--- config.mk ---
export PLATFORM = sky130hd
export DESIGN_NAME = lane_color_mapper
export DESIGN_NICKNAME = d
export VERILOG_FILES = /design/src/rtl/lane_color_mapper.sv
export SDC_FILE = /design/constraint.sdc
export NUM_CORES = 1
export LEC_CHECK = 0
export CAP_MARGIN = 10
export CORE_ASPECT_RATIO = 0.75
export CORE_MARGIN = 2
export CORE_UTILIZATION = 53
export DETAILED_ROUTE_END_ITERATION = 16
export PLACE_DENSITY_LB_ADDON = 0.2
export REMOVE_ABC_BUFFERS = 1
export SYNTH_ARGS = -nofsm -noshare
export SYNTH_HDL_FRONTEND = slang
export SYNTH_SLANG_ARGS = --single-unit
--- constraint.sdc ---
create_clock -name Clk -period 2.9 [get_ports Clk]
set_clock_uncertainty 0.2 [all_clocks]
set_input_delay 0.435 -clock Clk [delete_from_list [all_inputs] [get_ports Clk]]
set_output_delay 0.435 -clock Clk [all_outputs]
set_load 0.01 [all_outputs]
--- src/rtl/lane_color_mapper.sv ---
// Pipelined per-lane pixel colour mapper: hit flags, score digits and fretboard in, VGA RGB out.
// Two registered stages (source resolve, colour/flash/blank) with per-lane hit-flash timers.

module lcm_flash_lane #(
  parameter int FLASH_FRAMES = 6
) (
  input  logic       Clk,
  input  logic       Reset_n,
  input  logic       hit,
  input  logic       frame_start,
  output logic [7:0] cnt
);

  // A hit always reloads, even on a frame boundary or while still flashing.
  always_ff @(posedge Clk) begin
    if (!Reset_n)                       cnt <= '0;
    else if (hit)                       cnt <= 8'(FLASH_FRAMES);
    else if (frame_start && cnt != '0)  cnt <= cnt - 8'd1;
  end

endmodule

module lane_color_mapper #(
  parameter int NUM_LANES    = 8,
  parameter int FLASH_FRAMES = 6,
  parameter int FLASH_BOOST  = 64
) (
  input  logic                 Clk,
  input  logic                 Reset_n,
  input  logic                 frame_start,
  input  logic [9:0]           DrawX,
  input  logic [9:0]           DrawY,
  input  logic                 blank_n,
  input  logic                 grad_en,
  input  logic                 is_num,
  input  logic [NUM_LANES-1:0] is_sr,
  input  logic [NUM_LANES-1:0] is_fb,
  input  logic [NUM_LANES-1:0] keyTrack,
  input  logic [NUM_LANES-1:0] lane_hit,
  output logic [7:0]           VGA_R,
  output logic [7:0]           VGA_G,
  output logic [7:0]           VGA_B,
  output logic                 blank_n_out
);

  localparam int STAGES = 2;
  localparam int LW     = (NUM_LANES > 1) ? $clog2(NUM_LANES) : 1;
  localparam logic [8:0] BOOST = 9'(FLASH_BOOST);

  typedef enum logic [1:0] {SRC_BG, SRC_NUM, SRC_NOTE, SRC_FB} src_e;

  typedef struct packed {
    src_e                 src;
    logic [LW-1:0]        lane;
    logic [1:0]           pal;
    logic                 grad;
    logic [6:0]           y;
    logic [NUM_LANES-1:0] keys;
  } s1_t;

  s1_t                            s1_d, s1_q;
  logic [STAGES:1]                vld_pipe;
  logic [NUM_LANES-1:0][7:0]      flash_cnt;
  logic [LW-1:0]                  sr_lane, fb_lane;
  logic [1:0]                     sr_pal, fb_pal;
  logic                           held, flash_on;
  logic [23:0]                    pal_sel, pal_held, rgb;

  // Horizontal position and sub-row Y bits do not affect colour.
  logic unused_bits;
  assign unused_bits = ^{DrawX, DrawY[2:0]};

  function automatic logic [7:0] sat8(input logic [7:0] a, input logic [8:0] b);
    logic [8:0] s;
    s = {1'b0, a} + b;
    return s[8] ? 8'hFF : s[7:0];
  endfunction

  function automatic logic [23:0] pal_color(input logic [1:0] p, input logic hold);
    logic [23:0] c;
    unique case (p)
      2'd3:    c = hold ? 24'hFF0000 : 24'hAF0000;
      2'd2:    c = hold ? 24'hFFFF00 : 24'hF2F200;
      2'd1:    c = hold ? 24'h0000FF : 24'h0000C9;
      default: c = hold ? 24'h00FD00 : 24'h00D600;
    endcase
    return c;
  endfunction

  genvar g;
  generate
    for (g = 0; g < NUM_LANES; g++) begin : g_lane
      lcm_flash_lane #(.FLASH_FRAMES(FLASH_FRAMES)) u_flash (
        .Clk         (Clk),
        .Reset_n     (Reset_n),
        .hit         (lane_hit[g]),
        .frame_start (frame_start),
        .cnt         (flash_cnt[g])
      );
    end
  endgenerate

  // Stage 1: ascending scan so the highest set lane overwrites lower ones.
  always_comb begin
    sr_lane = '0;
    sr_pal  = '0;
    fb_lane = '0;
    fb_pal  = '0;
    for (int i = 0; i < NUM_LANES; i++) begin
      if (is_sr[i]) begin
        sr_lane = LW'(i);
        sr_pal  = 2'(i);
      end
      if (is_fb[i]) begin
        fb_lane = LW'(i);
        fb_pal  = 2'(i);
      end
    end

    s1_d      = '0;
    s1_d.grad = grad_en;
    s1_d.y    = DrawY[9:3];
    s1_d.keys = keyTrack;
    if (is_num) begin
      s1_d.src = SRC_NUM;
    end else if (|is_sr) begin
      s1_d.src  = SRC_NOTE;
      s1_d.lane = sr_lane;
      s1_d.pal  = sr_pal;
    end else if (|is_fb) begin
      s1_d.src  = SRC_FB;
      s1_d.lane = fb_lane;
      s1_d.pal  = fb_pal;
    end else begin
      s1_d.src = SRC_BG;
    end
  end

  always_ff @(posedge Clk) begin
    if (!Reset_n) begin
      s1_q     <= '0;
      vld_pipe <= '0;
    end else begin
      s1_q     <= s1_d;
      vld_pipe <= {vld_pipe[STAGES-1:1], blank_n};
    end
  end

  // Stage 2: flash state is the live counter, not a copy carried with the pixel.
  always_comb begin
    held     = s1_q.keys[s1_q.lane];
    flash_on = |flash_cnt[s1_q.lane];
    pal_sel  = pal_color(s1_q.pal, held);
    pal_held = pal_color(s1_q.pal, 1'b1);
    rgb      = '0;
    unique case (s1_q.src)
      SRC_NUM:  rgb = 24'hFFFFFF;
      SRC_NOTE: rgb = flash_on ? {sat8(pal_sel[23:16], BOOST),
                                  sat8(pal_sel[15:8],  BOOST),
                                  sat8(pal_sel[7:0],   BOOST)} : pal_sel;
      SRC_FB:   rgb = flash_on ? 24'hFFFFFF : pal_held;
      default:  rgb = s1_q.grad ? {8'h00, sat8(8'h88, {2'b00, s1_q.y}), 8'h00} : 24'h000000;
    endcase
    if (!vld_pipe[1]) rgb = '0;
  end

  always_ff @(posedge Clk) begin
    if (!Reset_n) begin
      VGA_R <= '0;
      VGA_G <= '0;
      VGA_B <= '0;
    end else begin
      VGA_R <= rgb[23:16];
      VGA_G <= rgb[15:8];
      VGA_B <= rgb[7:0];
    end
  end

  assign blank_n_out = vld_pipe[STAGES];

endmodule

==> impl_metrics.yaml <==
die:
  fp.dieW_um: 113.4
  fp-row-count: 29
  die_y_um: 86.04
  core_area_um2: 8600
  start_util_pct: 55.30
  dieArea_um2: 9755
  pin_count: 83
worst_setup_path:
  crit_required_ps: 2920
  cp-start-kind: "register"
  reg2reg_from: "g_lane[5].u_flash.cnt[3]"
  crit_type: "register to register"
  reg2reg_to: "VGA_G[0]"
  cp.arrival_ps: 2790
  crit_fanout: 6
  critPathLaunch: "g_lane[5].u_flash.cnt[3]"
  reg2reg_setup_slack_ps: 130
  cp-end-kind: "register"
  worstRegToRegCells: 7
  crit_path_end: "VGA_G[0]"
power_and_ir_drop:
  p_leak_nw: 2.211
  intPower_mw: 2.587
  ir_drop_mv: 0.3094
  swShare_pct: 25.52
  p_sw_mw: 0.8863
  total_power_mw: 3.473
  cellPowerDensity_nw_per_um2: 594.3
  seqPwrFrac_pct: 45.4
  comb_power_share_pct: 16.7
  pwr-share-clk_pct: 37.9
sta:
  period_share_pct: 95.50
  rsz0062_at_grt: "false"
  finalSetupTns_ps: 0
  final_hold_viol_count: 0
  fmax_mhz: 361.1
  max_slew.worst_pin.slew_ps: 932.2
  final-setup-viol-count: 0
  relSlewSlack_pct: 37.43
  period_needed_ps: 2770
  slew_viol_final: 0
yosys:
  yosys-top-cells-area: "dfxtp_1 (43%), xnor2_1 (6.8%), nor2_1 (5.4%)"
  avgSynthCellArea_um2: 8.906
  synth_xor_area_share_pct: 9.208
  synth_cell_types: 55
  synth-compound-area-share_pct: 14.55
  synth_cells: 534
  synth-edff-count: 0
  synth_top_family_by_area: "simple AND/OR/NAND/NOR gates"
  synth_seq_cells: 103
  synth_area_leader_cell: "dfxtp_1"
  synth_flop_cell: "dfxtp_1"
  muxShareOfSynthArea_pct: 1.158
  synth-warning-count: 0
  synth-seq-area-share_pct: 43.36
  netlist_area_um2: 4756
  synthSimpleGateAreaFrac_pct: 22.49
  synthArstFlopShare_pct: 0
  synth_top_area_share_pct: 43.36
  synth_fa_ha_area_share_pct: 4.473
hold_path:
  holdPathStages: 2
  hp-class: "register to register"
clock_tree:
  htreeDepth: 3
  cts_max_path_buffers: 2
  cts_resized: 0
  cts_tree: "built"
  clock-sinks: 103
  postCtsSetupRepairBufs: 0
  ctsHoldBuffers: 0
  clk_pin_slew_ps: 70
  cts_inserted_buffers: 9
  clk_latency_ps: 350
  cts_root_buf: "clkbuf_16"
global_routing:
  grt_max_degree: 41
  grt_usage_pct: 21.77
  antenna_found_initial: 0
  grt_overflow_total: 0
  grt_pass1_wl_mm: 17.11
  grt_pass1_vias: 3711
placed_design:
  numPortBuffers: 69
  dp_hpwl_mm: 7.560
  placed_area_um2: 5505
  gp_congestion: 0.9117
detailed_routing:
  postRouteAntennaNets: 0
  num_vias: 3914
  drt_iter0_markers: 214
  drt-total-wl_mm: 10.19
  wire_per_inst_um: 14.32
  dr.pass1.iters: 4
  drc: 0
  viasPerCell: 5.497
final_layout:
  drive_gt1_share_pct: 6.457
  diodes: 0
  nFillCells: 688
  area_growth_pct: 22.89
  nNetsFinal: 674
  fin_area_um2: 5844
job:
  maxCapViolations: 0
outcome:
  status: "complete, no violations"
## sequential cells by signal (all words and copies together) (netlist names)
signal and flops:
VGA_G 8, VGA_B 4, g_lane.u_flash.cnt 64, s1_q 21, VGA_R 4, vld_pipe 2
## cell type report
| cell class | count | area (um^2) | share of cell area [%] |
|---|---|---|---|
| Clock buffer | 11 | 252.7 | 4.325 |
| Clock inverter | 5 | 80.08 | 1.370 |
| Inverter | 30 | 112.6 | 1.927 |
| Multi-Input combinational cell | 381 | 2474 | 42.32 |
| Sequential cell | 103 | 2062 | 35.28 |
| Tap cell | 108 | 135.1 | 2.312 |
| Timing Repair Buffer | 74 | 728.2 | 12.46 |
## per-layer routing
metal  part of all wire [%]  GRT usage (%)
met3                    5.2          5.088
met2                     46          35.98
met5                      0              0
met4                    1.3          5.765
met1                     47          28.94
## cell usage after synthesis (4+ instances only)
cell      count
o21ai_0      23
and2_1       18
a211oi_1      6
clkbuf_1      9
nor2_1       69
buf_4         8
ha_1         17
nor4_1       16
dfxtp_1     103
or3_1         7
inv_1        29
or4_1         5
nand2b_1     13
xnor2_1      37
nor3_1       17
a31oi_1       9
nand3_1       8
xor2_1       13
nor2b_1       4
o21a_1       14
a21oi_1      22
nand2_1      29
## worst max-delay path: stages, from the launching register on
cell       delay (ps)
dfxtp_1           360
or4_4             580
or4_1             410
a31oi_1           270
a32oi_1           240
buf_4             260
o2111ai_2         200
nand4_1           120
## per-stage QoR
| step | worst slack [ps] | cells | utilization (%) | hold WS (ps) |
|---|---|---|---|---|
| 2_1_floorplan | 377.9 | 514 | - | 255.7 |
| 3_3_place_gp | 227.8 | 696 | 64.02 | 286.9 |
| 3_5_place_dp | 159.1 | 696 | 64.02 | 297.9 |
| 4_1_cts | 155.1 | 712 | 67.89 | 315.7 |
| 5_1_grt | 9.627 | 712 | 67.96 | 328.9 |
| 6_report | 130.4 | 712 | 67.96 | 306.0 |
## worst min-delay path by stage
stage	slack [ps]	to	startpoint
final	310	VGA_G[0]	s1_q[8]
after global routing	330	g_lane[5].u_flash.cnt[7]	g_lane[5].u_flash.cnt[7]
after CTS	320	VGA_G[0]	s1_q[8]
after detailed placement	300	VGA_G[0]	s1_q[8]
after global placement	290	VGA_G[0]	s1_q[8]
after floorplan	260	VGA_G[0]	s1_q[8]
## layout by cell type, fill, tap and decap left out, types with 4 or more instances in the layout
cell | netlist | layout
o21ai_0 | 23 | 23
nand2_1 | 29 | 29
xor2_1 | 13 | 13
nor2_1 | 69 | 69
a211oi_1 | 6 | 6
nand2b_1 | 13 | 13
inv_1 | 29 | 29
nand3_1 | 8 | 8
clkbuf_16 | 0 | 9
nor4_1 | 16 | 15
clkdlybuf4s50_1 | 0 | 69
or3_1 | 7 | 7
nor2b_1 | 4 | 4
xnor2_1 | 37 | 37
a31oi_1 | 9 | 9
buf_4 | 8 | 5
dfxtp_1 | 103 | 103
and2_1 | 18 | 18
o21a_1 | 14 | 14
a21oi_1 | 22 | 22
ha_1 | 17 | 17
nor3_1 | 17 | 17
or4_1 | 5 | 5
## power by group through the flow
stage / clock [mW] / combinational, mW / sequential [mW]
2_1_floorplan: 0 / 0.389 / 1.59
3_3_place_gp: 0 / 0.555 / 1.60
3_5_place_dp: 0 / 0.576 / 1.60
4_1_cts: 1.33 / 0.582 / 1.57
5_1_grt: 1.39 / 0.654 / 1.59
6_report: 1.32 / 0.581 / 1.58
## logic make-up after synthesis
logic type | count (synthesis)
muxes | 3
AOI/OAI and AO/OA | 103
and+or+nand+nor | 208
adders and majority gates | 17
buffers and inverters | 50
DFF | 103
xor gates and xnor gates | 50
No activity file was read; power rests on OpenSTA's default activity.
